[config.mk]
export PLATFORM = sky130hd
export DESIGN_NAME = am2951_ctl
export DESIGN_NICKNAME = d
export VERILOG_FILES = /design/src/rtl/am2951_ctl_pkg.sv /design/src/rtl/am2951_side_fsm.sv /design/src/rtl/am2951_ctl.sv
export SDC_FILE = /design/constraint.sdc
export NUM_CORES = 1
export LEC_CHECK = 0
export CELL_PAD_IN_SITES_DETAIL_PLACEMENT = 0
export CELL_PAD_IN_SITES_GLOBAL_PLACEMENT = 2
export CORE_UTILIZATION = 32
export DETAILED_ROUTE_END_ITERATION = 8
export GPL_TIMING_DRIVEN = 0
export HOLD_SLACK_MARGIN = 0.08
export PLACE_DENSITY = 0.83
export SLEW_MARGIN = 0
export SYNTH_ARGS = -nofsm -noshare
export SYNTH_HDL_FRONTEND = slang
export SYNTH_SLANG_ARGS = --single-unit
[constraint.sdc]
create_clock -name cp -period 1.9 [get_ports cp]
set_input_delay 0.475 -clock cp [delete_from_list [all_inputs] [get_ports cp]]
set_output_delay 0.475 -clock cp [all_outputs]
set_load 0.005 [all_outputs]
[src/rtl/am2951_ctl_pkg.sv]
// ============================================================================
// Module      : am2951_ctl_pkg
// Description : Shared types and constants for the am2951 mailbox controller.
// Revision    : 1.0 - initial release
// ============================================================================
`default_nettype none

package am2951_ctl_pkg;

    // Per-side sequencer states
    typedef enum logic [2:0] {
        ST_IDLE = 3'd0,
        ST_WR   = 3'd1,
        ST_TURN = 3'd2,
        ST_RD   = 3'd3,
        ST_CLR  = 3'd4
    } side_st_t;

    // Width of the turnaround counter (TURN up to 3)
    localparam int TURN_W = 2;

    // Inactive levels of the port strobes
    localparam logic c_STB_OFF = 1'b1;   // cer_/ces_/oea_/oeb_ are active-low
    localparam logic c_CLR_OFF = 1'b0;   // clrr/clrs idle low
    localparam logic c_CLR_RST = 1'b1;   // clrr/clrs held high in reset to empty both flags

endpackage

`default_nettype wire

[src/rtl/am2951_side_fsm.sv]
// ============================================================================
// Module      : am2951_side_fsm
// Description : One side of the am2951 mailbox handshake: writes its own
//               register, reads and clears the peer register, and keeps the
//               host bus and the port output enable mutually exclusive.
// Revision    : 1.0 - initial release
// ============================================================================
`default_nettype none

module am2951_side_fsm
    import am2951_ctl_pkg::*;
#(
    parameter int TURN     = 1,
    parameter int RD_FIRST = 1
) (
    input  logic clk,
    input  logic rst,
    input  logic i_wr_req,
    input  logic i_rd_req,
    input  logic i_own_full,
    input  logic i_peer_full,
    output logic o_wr_n,
    output logic o_oe_n,
    output logic o_clr,
    output logic o_wr_ack,
    output logic o_rd_ack,
    output logic o_hdrv
);

    localparam logic [TURN_W-1:0] c_TURN_LOAD = TURN_W'((TURN > 0) ? TURN - 1 : 0);

    side_st_t            r_st;
    side_st_t            w_nxt_st;
    logic [TURN_W-1:0]   r_cnt;
    logic [TURN_W-1:0]   w_nxt_cnt;
    logic                w_wr_ok;
    logic                w_rd_ok;
    logic                w_take_rd;

    logic r_wr_n, r_oe_n, r_clr, r_wr_ack, r_rd_ack, r_hdrv;
    logic w_wr_n, w_oe_n, w_clr, w_wr_ack, w_rd_ack, w_hdrv;

    // Next-state selection plus decode of the strobes for the upcoming state
    always_comb begin
        w_nxt_st  = r_st;
        w_nxt_cnt = r_cnt;
        w_wr_ok   = i_wr_req && !i_own_full;
        w_rd_ok   = i_rd_req && i_peer_full;
        w_take_rd = w_rd_ok && ((RD_FIRST != 0) || !w_wr_ok);

        case (r_st)
            ST_IDLE: begin
                if (w_take_rd) begin
                    if (TURN > 0) begin
                        w_nxt_st  = ST_TURN;
                        w_nxt_cnt = c_TURN_LOAD;
                    end else begin
                        w_nxt_st  = ST_RD;
                    end
                end else if (w_wr_ok) begin
                    w_nxt_st = ST_WR;
                end
            end
            ST_WR:   w_nxt_st = ST_IDLE;
            ST_TURN: begin
                if (r_cnt == '0) begin
                    w_nxt_st = ST_RD;
                end else begin
                    w_nxt_cnt = r_cnt - 1'b1;
                end
            end
            ST_RD:   w_nxt_st = ST_CLR;
            ST_CLR:  w_nxt_st = ST_IDLE;
            default: w_nxt_st = ST_IDLE;
        endcase

        // Outputs are a pure function of the state being entered, so
        // registering them gives glitch-free strobes aligned to that state.
        w_wr_n   = (w_nxt_st == ST_WR) ? 1'b0 : c_STB_OFF;
        w_oe_n   = (w_nxt_st == ST_RD) ? 1'b0 : c_STB_OFF;
        w_clr    = (w_nxt_st == ST_CLR) ? 1'b1 : c_CLR_OFF;
        w_wr_ack = (w_nxt_st == ST_WR);
        w_rd_ack = (w_nxt_st == ST_RD);
        w_hdrv   = (w_nxt_st == ST_WR);
    end

    // State, counter and output registers; reset empties both mailboxes
    always_ff @(posedge clk or posedge rst) begin
        if (rst) begin
            r_st     <= ST_IDLE;
            r_cnt    <= '0;
            r_wr_n   <= c_STB_OFF;
            r_oe_n   <= c_STB_OFF;
            r_clr    <= c_CLR_RST;
            r_wr_ack <= 1'b0;
            r_rd_ack <= 1'b0;
            r_hdrv   <= 1'b0;
        end else begin
            r_st     <= w_nxt_st;
            r_cnt    <= w_nxt_cnt;
            r_wr_n   <= w_wr_n;
            r_oe_n   <= w_oe_n;
            r_clr    <= w_clr;
            r_wr_ack <= w_wr_ack;
            r_rd_ack <= w_rd_ack;
            r_hdrv   <= w_hdrv;
        end
    end

    assign o_wr_n   = r_wr_n;
    assign o_oe_n   = r_oe_n;
    assign o_clr    = r_clr;
    assign o_wr_ack = r_wr_ack;
    assign o_rd_ack = r_rd_ack;
    assign o_hdrv   = r_hdrv;

endmodule

`default_nettype wire

[src/rtl/am2951_ctl.sv]
// ============================================================================
// Module      : am2951_ctl
// Description : Handshake controller for one am2951 bidirectional mailbox
//               port. A side writes R / reads S; B side writes S / reads R.
// Revision    : 1.0 - initial release
// ============================================================================
`default_nettype none

module am2951_ctl
    import am2951_ctl_pkg::*;
#(
    parameter int TURN     = 1,
    parameter int RD_FIRST = 1
) (
    input  logic cp,
    input  logic clr,
    input  logic fr,
    input  logic fs,
    input  logic a_wr_req,
    input  logic a_rd_req,
    output logic a_wr_ack,
    output logic a_rd_ack,
    output logic a_hdrv,
    input  logic b_wr_req,
    input  logic b_rd_req,
    output logic b_wr_ack,
    output logic b_rd_ack,
    output logic b_hdrv,
    output logic cer_,
    output logic oea_,
    output logic clrs,
    output logic ces_,
    output logic oeb_,
    output logic clrr
);

    // A side: writes R (full flag fr), reads and clears S (flag fs)
    am2951_side_fsm #(
        .TURN     (TURN),
        .RD_FIRST (RD_FIRST)
    ) u_side_a (
        .clk         (cp),
        .rst         (clr),
        .i_wr_req    (a_wr_req),
        .i_rd_req    (a_rd_req),
        .i_own_full  (fr),
        .i_peer_full (fs),
        .o_wr_n      (cer_),
        .o_oe_n      (oea_),
        .o_clr       (clrs),
        .o_wr_ack    (a_wr_ack),
        .o_rd_ack    (a_rd_ack),
        .o_hdrv      (a_hdrv)
    );

    // B side: writes S (full flag fs), reads and clears R (flag fr)
    am2951_side_fsm #(
        .TURN     (TURN),
        .RD_FIRST (RD_FIRST)
    ) u_side_b (
        .clk         (cp),
        .rst         (clr),
        .i_wr_req    (b_wr_req),
        .i_rd_req    (b_rd_req),
        .i_own_full  (fs),
        .i_peer_full (fr),
        .o_wr_n      (ces_),
        .o_oe_n      (oeb_),
        .o_clr       (clrr),
        .o_wr_ack    (b_wr_ack),
        .o_rd_ack    (b_rd_ack),
        .o_hdrv      (b_hdrv)
    );

endmodule

`default_nettype wire
==> results.cfg, run 1 <==
[run_status]
outcome = completed

[detailed_routing]
drcViolationCount = 0
vias_per_cell = 4.38
wl_per_cell_um = 9.58
first_pass_iters = 2
drt-total-wl_mm = 1.14
ant_nets = 0
drtIter0Drc = 6
dr_total_vias = 521

[logic_synthesis]
yosys.area.top_type = dfrtp_1
ys_seq_area_share_pct = 62.9
synth_edf_count = 0
synth_nets = 79
yosysWarnings = 0
synthTopCellsByCount = dfrtp_1 (14), nor2_1 (12), inv_1 (7)
synth.most_common_cell = dfrtp_1
ys_seq_elements = 20
syn_avg_cell_area_sq_um = 11.9
syn_inst = 68
synth.top_cells.by_area = dfrtp_1 (43%), dfstp_2 (20%), nor2_1 (5.6%), ha_1 (4.7%), nand3b_1 (3.7%)
synth_top_area_share_pct = 43.4
async_reset_ff_share_pct = 100
synth_area_sq_um = 807
ys_types = 17
yosys_most_used_dff = dfrtp_1

[sta]
tns_ns = 0
relSlewSlack_pct = 52.5
worst_slew_pin_slew_ns = 0.712
fin_crit_ns = 1.78
fmax_mhz = 562
rsz0062_at_grt = false
fin_skew_ns = 0.000884
timing.final.crit_share_pct = 93.6
final-max-slew-violation-count = 0
finalSetupViolCount = 0
hold_viol = 0

[pwr]
leakagePower_nw = 0.483
p_total_w = 0.00149
clockPowerShare_pct = 15.9
seqPwrFrac_pct = 45.8
switchingPower_w = 0.000459
power.internal_w = 0.00103
powerDensity_nw_per_um2 = 1390
swShare_pct = 30.9
combinationalPowerShare_pct = 38.2
vdd_drop_max_uv = 494

[setup_path]
path_class = register to output port
startpoint_type = register
crit_family = flip-flops
critPathMaxStageDelay_ns = 0.53
r2r_slack_ns = 0.69
crit_arrival_ns = 1.30
cp-end-kind = output port
critPathSlowestCell = dfstp_2
worstPathRequired_ns = 1.42
worstPathCellList = clkdlybuf4s50_1
cp_max_fo = 1
crit_buf_inv = 1

[cts]
numCtsBuffers = 3
clk_latency_ns = 0.29
clkTransAtPathRegs_ns = 0.11
hold_buffers = 0
cts_root_buf = clkbuf_4
cts-resized-gates = 0
cts_max_level = 1
clk_path_buf_depth = 2
cts_tree = done
cts_setup_buffers = 0
clock-sinks = 20

[grt]
grt_pass1_wl_mm = 2.01
antenna_found_initial = 0
grt-ovfl-total = 0
grt.total_usage_pct = 10.5
first_global_vias = 480
grt_max_degree = 21

[die]
die_w_um = 52.2
io_pins = 20
core_sq_um = 2300
start_util_pct = 35.1
dieArea_sq_um = 2730
rows = 17
die_height_um = 52.2

[layout]
nets = 103
n_antenna_cell = 0
n_fill_cell = 218
areaGrowthSynthToFinish_pct = 32.4
drive_above_1_share_pct = 18.7

[placed_design]
io_buffers = 19
gp_congestion = 0.658
place_hpwl_um = 869

[run]
maxCapViolCount = 0

[worst_hold_path]
hold_path_class = register to register
-- final cells by class --
cell class	count	area, sq um	share of cell area (%)
tap	28	35.0	3.28
buffer	4	31.3	2.93
inverter	7	26.3	2.46
multi-input combinational	37	241	22.6
clock buffer	4	36.3	3.40
timing repair buffer	19	190	17.8
sequential	20	508	47.5
-- layout by cell type, fill, tap and decap left out --
master and instances:
clkdlybuf4s50_1 19, nor2_1 12, nor3b_2 1, buf_6 1, buf_4 2, clkbuf_8 1
dfrtp_1 14, dfstp_2 6, a21oi_2 1, or2_1 4, a211oi_4 1, clkbuf_4 3
nand3b_1 4, mux2i_1 2, inv_1 7, a21oi_1 3, ha_1 3, o22ai_1 2
buf_2 1, nand2_1 4
-- sequential cells by signal, indices dropped and copies added, names as in the netlist --
name and cells:
u_side_b.o_rd_ack 1, u_side_a.r_st 3, u_side_b.o_oe_n 1, u_side_b.o_wr_ack 1
u_side_a.o_wr_ack 1, u_side_b.o_wr_n 1, u_side_a.o_wr_n 1, u_side_a.r_cnt 2
u_side_a.o_rd_ack 1, u_side_a.o_oe_n 1, u_side_b.o_clr 1, u_side_b.r_st 3
u_side_a.o_clr 1, u_side_b.r_cnt 2
-- stage by stage --
stage	setup WS, ns	instance area [sq um]	utilization, %	hold slack (ns)	cells
final	0.121	1070	46.5	0.441	119
after global routing	0.0568	1070	46.5	0.472	119
after CTS	0.101	1070	46.5	0.445	119
after detailed placement	0.259	1030	44.9	0.433	115
after global placement	0.274	1030	44.9	0.427	115
after floorplan	0.754	807	-	0.404	68
-- path summary, 6_finish.rpt --
check                      depth (start not counted)                       endpoint                       start
max reg2reg                                        4  u_side_b.r_cnt[1]$_DFFE_PP0P_  u_side_b.r_st[2]$_DFF_PP0_
min reg2reg                                        1       u_side_a.o_clr$_DFF_PP1_  u_side_a.r_st[2]$_DFF_PP0_
min in group asynchronous                          2    u_side_b.o_wr_ack$_DFF_PP0_                         clr
min                                                1       u_side_a.o_clr$_DFF_PP1_  u_side_a.r_st[2]$_DFF_PP0_
max                                                1                           oeb_   u_side_b.o_oe_n$_DFF_PP1_
max in group asynchronous                          2     u_side_a.r_st[2]$_DFF_PP0_                         clr
-- power by group through the flow --
stage          sequential (W)  clock, W  combinational [W]
6_report             0.000682  0.000237           0.000569
3_5_place_dp         0.000693         0           0.000578
5_1_grt              0.000704  0.000270           0.000649
2_1_floorplan        0.000684         0           0.000362
4_1_cts              0.000683  0.000246           0.000580
3_3_place_gp         0.000686         0           0.000563
-- metal layers --
metal	GRT usage [%]	up-vias	routed length [um]
li1	-	259	-
met1	13.6	241	536
met2	15.6	19	504
met3	1.74	2	71
met4	7.89	0	27
met5	0	-	0
-- kinds of logic after synthesis --
logic type,count (synthesis),share of synthesized area [%]
AOI/OAI and AO/OA,7,6.98
and+or+nand+nor,25,15.8
muxes,2,2.48
DFF,20,62.9
adders and majority gates,3,4.65
buffers and inverters,11,7.13
Power figures use the tool's default switching activity.
==> run 2: changes to the inputs <==
ABC_AREA = 1   (was unset)
CORE_UTILIZATION = 30   (was 32)
==> run 2 against run 1 <==
  * Via count grew 12%
  * Largest cell class unchanged
  * Fmax is 0.53% lower
  * Count of clock-buffer cells in the layout unchanged
  * Synthesized cell count increased by 31%
  * Worst hold slack better by 0.044 ns
  * Area after synthesis rose by 4.2%
  * Power grew 3.2%
==> results.cfg, run 2 <==
[logic_synthesis]
synth_top_family_by_area = simple AND/OR/NAND/NOR gates
syn_avg_cell_area_sq_um = 9.45
ys_seq_elements = 20
synthSimpleGateAreaFrac_pct = 22.5
synth-compound-area-share_pct = 0.595
synth.top_cells.by_area = dfrtp_1 (42%), dfstp_2 (19%), inv_1 (10%), nand2_1 (9.4%), nand3_1 (5.4%)
yosys.area.top_type = dfrtp_1
synth_area_sq_um = 841
synthAdderAreaFrac_pct = 4.46
ys_types = 13
syn_inst = 89
ys_seq_area_share_pct = 60.4
yosysWarnings = 0
muxShareOfSynthArea_pct = 0
yosys_most_used_dff = dfrtp_1
synthTopCellsByCount = inv_1 (23), nand2_1 (21), dfrtp_1 (14)
synth_xor_area_share_pct = 0
synth_top_area_share_pct = 41.7
synth_edf_count = 0
synth_nets = 100
async_reset_ff_share_pct = 100
synth.most_common_cell = inv_1

[detailed_routing]
vias_per_cell = 4.12
drcViolationCount = 0
drtIter0Drc = 5
first_pass_iters = 4
wl_per_cell_um = 9.31
ant_nets = 0
dr_total_vias = 585
drt-total-wl_mm = 1.32

[die]
die_w_um = 54.9
start_util_pct = 32.7
rows = 18
io_pins = 20
die_height_um = 54.9
core_sq_um = 2570
dieArea_sq_um = 3020

[setup_path]
worstPathRequired_ns = 1.42
cp-end-kind = output port
critPathSlowestCell = dfstp_2
crit_arrival_ns = 1.31
crit_family = flip-flops
crit_buf_inv = 1
cp_max_fo = 1
critPathMaxStageDelay_ns = 0.53
path_class = register to output port
worstPathCellList = clkdlybuf4s50_1
startpoint_type = register

[grt]
busiest_layer = met2
grt-ovfl-total = 0
grt.total_usage_pct = 10.3
antenna_found_initial = 0
grtUsageMet3_pct = 2.46
grt_pass1_wl_mm = 2.15
grt_util_met2_pct = 17.1
grt_util_met1_pct = 11.8
first_global_vias = 542
grt_max_degree = 21

[placed_design]
dp_cells = 138
io_buffers = 19
place_hpwl_mm = 1.01
gp_congestion = 0.683

[sta]
fmax_mhz = 559
rsz0062_at_grt = false
relSlewSlack_pct = 52.3
fin_hold_ws_ns = 0.485
fin_skew_ns = 0.00192
finalSetupViolCount = 0
hold_viol = 0
timing.final.crit_share_pct = 94.1
worst_slew_pin_slew_ns = 0.715
tns_ns = 0
final-max-slew-violation-count = 0
fin_crit_ns = 1.79

[layout]
multi_input_area_sq_um = 231
final_core_util_pct = 43.0
regArea_sq_um = 508
layout_common_cells = inv_1 (23), nand2_1 (21), clkdlybuf4s50_1 (19), dfrtp_1 (14), nand3_1 (9)
areaGrowthSynthToFinish_pct = 31.4
n_antenna_cell = 0
reg.largest.list = u_side_a.r_st (3), u_side_b.r_st (3)
final_common_cell = inv_1
nets = 124
n_fill_cell = 266
drive_above_1_share_pct = 14.3
layoutNonFillerInstCount = 142

[cts]
clock-sinks = 20
cts_tree = done
numCtsBuffers = 3
cts_max_level = 1
clk_path_buf_depth = 2
clkTransAtPathRegs_ns = 0.11
cts_setup_buffers = 0
hold_buffers = 0
cts-resized-gates = 0
clk_latency_ns = 0.30
cts_root_buf = clkbuf_4

[worst_hold_path]
hold_path_class = register to register

[pwr]
leakagePower_nw = 0.606
vdd_drop_max_uv = 581
powerDensity_nw_per_um2 = 1390

[run]
maxCapViolCount = 0

[run_status]
outcome = completed
-- run 2: changes by cell type after synthesis, moves of 3 or more --
cell / change
a21oi_1: -3
inv_1: +16
nand2_1: +17
nand3_1: +9
nand3b_1: -4
nor2_1: -10
nor3_1: +4
or2_1: -4
-- run 2: power by group --
part | total, W | internal (W) | switching [W]
registers | 0.000690 | 0.000607 | 0.0000831
clock network | 0.000245 | 0.000117 | 0.000128
logic | 0.000601 | 0.000310 | 0.000291
total | 0.00154 | 0.00103 | 0.000502
-- run 2: metal layers --
layer | vias to the layer above | wire length [um] | share of wire, %
li1 | 309 | - | -
met1 | 256 | 598 | 45
met2 | 18 | 629 | 48
met3 | 2 | 77 | 5.8
met4 | 0 | 17 | 1.3
met5 | - | 0 | 0
-- run 2: area by class of cell --
cell class              count  share of cell area, %
plain buffers               2                   1.36
inverters                  23                   7.81
well taps                  30                   3.40
multi-input cells          44                   21.0
flip-flops and latches     20                   46.0
repair buffers             19                   17.2
clock buffers               4                   3.28
-- run 2: worst paths after layout --
kind | cells after the start | slack (ns) | to | start
setup / recovery | 1 | 0.11 | clrs | u_side_a.o_clr$_DFF_PP1_
hold reg to reg | 1 | 0.48 | u_side_a.o_clr$_DFF_PP1_ | u_side_a.r_st[2]$_DFF_PP0_
min in group asynchronous | 2 | 0.58 | u_side_a.r_cnt[0]$_DFFE_PP0P_ | clr
max in group asynchronous | 2 | 0.87 | u_side_b.o_wr_ack$_DFF_PP0_ | clr
hold / removal | 1 | 0.48 | u_side_a.o_clr$_DFF_PP1_ | u_side_a.r_st[2]$_DFF_PP0_
setup reg to reg | 7 | 0.85 | u_side_b.r_cnt[1]$_DFFE_PP0P_ | u_side_b.r_cnt[0]$_DFFE_PP0P_
-- run 2: logic make-up after synthesis --
| logic type | count (synthesis) |
|---|---|
| buf+inv | 25 |
| flops | 20 |
| fa+ha+maj | 3 |
| simple gates | 40 |
| compound gates | 1 |
-- run 2: through the flow --
stage	cell area, sq um	setup slack (ns)	total power (W)
2_1_floorplan	841	0.924	0.00105
3_5_place_dp	1070	0.411	0.00132
3_3_place_gp	1070	0.418	0.00130
5_1_grt	1100	0.0207	0.00171
4_1_cts	1100	0.0925	0.00156
6_report	1100	0.111	0.00154
==> run 3: changes to the inputs <==
CAP_MARGIN = 0   (was unset)
SETUP_SLACK_MARGIN = 0.3   (was unset)
==> run 3 against run 2 <==
  * Global-route usage decreased by 0.058 points
  * Highest routed layer unchanged
  * Largest power group unchanged
  * Power decreased by 4.0%
  * First-iteration DRC count unchanged
  * Critical path type unchanged
  * Sequential cell count unchanged
  * Cell area decreased by 1.1%
  * Wire length about the same
  * Critical path depth increased by 1
  * Clock power about the same
  * Via count unchanged
  * Sequential share of layout area increased by 0.53 points
==> results.cfg, run 3 (synthesis results as in run 2) <==
[detailed_routing]
drcViolationCount = 0
drt-total-wl_mm = 1.32
dr_total_vias = 585
first_pass_iters = 4
ant_nets = 0
drtIter0Drc = 5
vias_per_cell = 4.12
wl_per_cell_um = 9.32

[sta]
fmax_mhz = 654
timing.final.crit_share_pct = 80.5
tns_ns = 0
relSlewSlack_pct = 52.3
fin_skew_ns = 0.00192
rsz0062_at_grt = false
fin_hold_ws_ns = 0.485
fin_crit_ns = 1.53
finalSetupViolCount = 0
final-max-slew-violation-count = 0
hold_viol = 0
worst_slew_pin_slew_ns = 0.715

[pwr]
vdd_drop_max_uv = 543
leakagePower_nw = 0.627
powerDensity_nw_per_um2 = 1350

[placed_design]
io_buffers = 19
gp_congestion = 0.683
placed_cell_area_sq_um = 1070
place_hpwl_mm = 1.01

[cts]
clock-sinks = 20
numCtsBuffers = 3
clk_latency_ns = 0.30
clk_path_buf_depth = 2
cts_max_level = 1
hold_buffers = 0
cts_tree = done
clkTransAtPathRegs_ns = 0.11
cts_root_buf = clkbuf_4

[run]
maxCapViolCount = 0

[setup_path]
r2r_slack_ns = 0.85
cp_max_fo = 2
cp-end-kind = output port
reg2reg_to = u_side_b.r_cnt[1]$_DFFE_PP0P_
crit_arrival_ns = 1.05
startpoint_type = register
r2r_cells = 7
r2r-start = u_side_b.r_cnt[0]$_DFFE_PP0P_
worstPathRequired_ns = 1.42
path_class = register to output port

[worst_hold_path]
hold_depth = 1
hold_path_class = register to register
min_to = u_side_a.o_clr$_DFF_PP1_
hp-start = u_side_a.r_st[2]$_DFF_PP0_

[die]
die_w_um = 54.9
rows = 18
core_sq_um = 2570
dieArea_sq_um = 3020
start_util_pct = 32.7
io_pins = 20
die_height_um = 54.9

[layout]
layout_common_cells = inv_1 (23), nand2_1 (21), dfrtp_1 (14), dlygate4sd2_1 (10), nand3_1 (9)
n_antenna_cell = 0
final_common_cell = inv_1
drive_above_1_share_pct = 14.3
nets = 124
final_core_util_pct = 42.5
areaGrowthSynthToFinish_pct = 29.9
fin_area_sq_um = 1090
reg.largest.list = u_side_a.r_st (3), u_side_b.r_st (3)

[grt]
grt.total_usage_pct = 10.2
antenna_found_initial = 0
grt_pass1_wl_mm = 2.13
first_global_vias = 539
grt-ovfl-total = 0
grt_max_degree = 21

[run_status]
outcome = completed
[run 3: cell count changes in the layout (fill, tap and decap cells not counted)]
cell | previous run | this run
clkdlybuf4s50_1 | 19 | 7
dlygate4sd2_1 | 0 | 10
clkdlybuf4s15_1 | 0 | 2
[run 3: final cells by class]
class	instances	area, sq um
fill	266	1480
clock buffer	4	36.3
multi-input combinational	44	231
timing repair buffer	19	178
inverter	23	86.3
tap	30	37.5
sequential	20	508
buffer	2	15.0
[run 3: worst max-delay path by stage]
stage / endpoint / slack, ns / depth (start not counted) / startpoint
5_1_grt: a_wr_ack / 0.31 / 2 / u_side_a.o_wr_ack$_DFF_PP0_
4_1_cts: b_wr_ack / 0.35 / 2 / u_side_b.o_wr_ack$_DFF_PP0_
6_report: a_wr_ack / 0.37 / 2 / u_side_a.o_wr_ack$_DFF_PP0_
2_1_floorplan: cer_ / 0.92 / 0 / u_side_a.o_wr_n$_DFF_PP1_
3_3_place_gp: u_side_b.r_cnt[1]$_DFFE_PP0P_ / 0.42 / 6 / fr
3_5_place_dp: u_side_a.r_cnt[0]$_DFFE_PP0P_ / 0.41 / 6 / fs
[run 3: metal layers]
metal / share of wire [%] / track usage [%] / routed length [um] / vias to the layer above
met5: 0 / 0 / 0 / -
met4: 1.3 / 6.25 / 17 / 0
met3: 6.0 / 2.46 / 79 / 2
met2: 47 / 16.9 / 628 / 18
met1: 45 / 11.8 / 598 / 256
li1: - / - / - / 309
[run 3: power by group]
part           leakage, nW  switching, W  internal [W]  total [W]
registers            0.246     0.0000802      0.000607   0.000687
logic                0.360      0.000291      0.000253   0.000544
clock network       0.0210      0.000128      0.000117   0.000245
total                0.627      0.000499      0.000976    0.00148
[run 3: repair_timing]
action	4_1_cts	5_1_grt
buffers inserted	0	0
resized for setup	12	2
setup endpoints to repair	12	2
[run 3: worst max-delay path, stage by stage, from the launching register on]
cell and delay (ns):
dfrtp_1 0.39, buf_4 0.12, dlygate4sd2_1 0.25
[run 3: stage by stage]
step                      std cells  power, W  setup WS, ns
after CTS                       142   0.00150         0.353
after floorplan                  89   0.00105         0.924
after global placement          138   0.00130         0.418
after detailed placement        138   0.00132         0.411
after global routing            142   0.00165         0.306
final                           142   0.00148         0.371
==> patch (config.mk and constraints of run 1) <==
Change the package constant `TURN_W` from 2 to 3.
--- a/src/rtl/am2951_ctl_pkg.sv
+++ b/src/rtl/am2951_ctl_pkg.sv
@@ -17,7 +17,7 @@
     } side_st_t;
 
     // Width of the turnaround counter (TURN up to 3)
-    localparam int TURN_W = 2;
+    localparam int TURN_W = 3;
 
     // Inactive levels of the port strobes
     localparam logic c_STB_OFF = 1'b1;   // cer_/ces_/oea_/oeb_ are active-low
Check against the original RTL: same outputs for any inputs over 10 cycles, from zero or initial values; that may be too few to reach the edited logic, so the function may still have changed.
==> patch against run 1 <==
Non-clock buffer count is 1 lower. Sequential cell count rose by 2. Wire length grew 34%. Sequential power rose by 14%. Global-route usage is 1.6 points higher. Setup slack lost 0.048 ns. Power up 23%. Clock skew is 0.0045 ns higher. Final area is 14% higher. Area after synthesis grew 16%. Count of clock-buffer cells in the layout decreased by 1.
==> patch: results (changes against run 1) <==
Worst setup path:
- The number of cells on the worst reg-to-reg path is 5 (+1).
- The start point of the critical path is u_side_a.o_oe_n$_DFF_PP1_.
- The register-to-register path setup slack is 0.45 ns (-0.24 ns).
- The endpoint arrival time on the critical path is 1.35 ns (+0.05 ns).
- In this run the worst setup path terminates at oea_.
- The launching point of the worst reg2reg path is u_side_b.r_cnt[0]$_DFFE_PP0P_.

Power and ir drop:
- The leakage component of the power is 0.5727 nW (+19%).
- The maximum resistive drop on vdd is 0.7756 mV (+57%).

Clock tree:
- The insertion delay of the later-clocked pin in the worst-skew pair came to 0.32 ns (+0.03 ns).
- The clock transition at the registers of the reported paths is 0.13 ns (+0.02 ns).

Worst hold path:
- The start point of the worst min-delay path is u_side_b.r_cnt[1]$_DFFE_PP0P_.

Placement:
- The worst slack at placement is 0.1076 ns (-0.1513 ns).
- The placer congestion estimate is 0.7427 (+13%).
- The number of placed cells counting well taps came to 129 (+12%).
- The sum of net half-perimeters after detailed placement is 1.157 mm (+33%).

Route:
- The detailed route wirelength on metal2 is 732 um (+45%).
- The via count is 649 (+25%).
- The per-cell routed wire length was 11.51 um (+20%).
- The total length of routed wires is 1.531 mm (+34%).
- The detailed-routing wirelength on met1 is 717 um (+34%).
- The routed length on met3 came to 39 um (-45%).
- The violation count after the first detailed-routing iteration is 12 (+6).

Global routing:
- The wire length of the first global-routing pass was 2.946 mm (+46%).
- The met1 usage is 0.1484 (+0.01249).
- The global-route total usage across every layer is 0.1208 (+0.01587).
- The largest net degree at the start of global routing is 23 (+9.5%).
- The met2 capacity usage during global routing was 0.1973 (+0.04130).

Yosys:
- The number of nets produced by synthesis is 91 (+15%).
- In the post-synthesis netlist, the biggest area contributors are dfrtp_1 43%, dfstp_2 17%, ha_1 5.3%.
- The count of distinct cell types in the synthesized netlist came to 31 (+14).
- The number of instances in the synthesized netlist is 79 (+16%).

STA:
- The achievable clock frequency came to 547.3 MHz (-2.6%).
- The slew at the pin closest to its max-slew limit is 0.7992 ns (+0.08764 ns).

Finish:
- The layout cell share with drive strength beyond 1 was 0.1569 (-0.02995).
- The post-layout net count was 115 (+12%).

Status:
- The run finished with clean final reports.
==> patch: cell count changes in the layout (fill, tap and decap cells not counted), moves of 3 or more <==
cell | run 1 | this run
nand3b_1 | 4 | 1
nor2_1 | 12 | 4
o221ai_1 | 0 | 3
or2_1 | 4 | 1
==> patch: where the power goes <==
part	total, W	switching [W]	internal [W]
Clock	0.000367	0.000153	0.000213
Combinational	0.000694	0.000323	0.000371
Sequential	0.000776	0.000120	0.000657
==> patch: layout make-up <==
class / instances / area, sq um
fillers: 260 / 1538
flip-flops and latches: 22 / 558.0
multi-input cells: 45 / 327.8
repair buffers: 19 / 190.2
well taps: 31 / 38.79
inverters: 9 / 33.78
clock inverters: 1 / 30.03
clock buffers: 3 / 22.52
plain buffers: 3 / 18.77
==> patch: logic make-up after synthesis <==
| kind of cell | synth area share |
|---|---|
| compound gates | 0.08399 |
| fa+ha+maj | 0.05334 |
| buf+inv | 0.05599 |
| flops | 0.5947 |
| mux | 0.01067 |
| simple gates | 0.2014 |
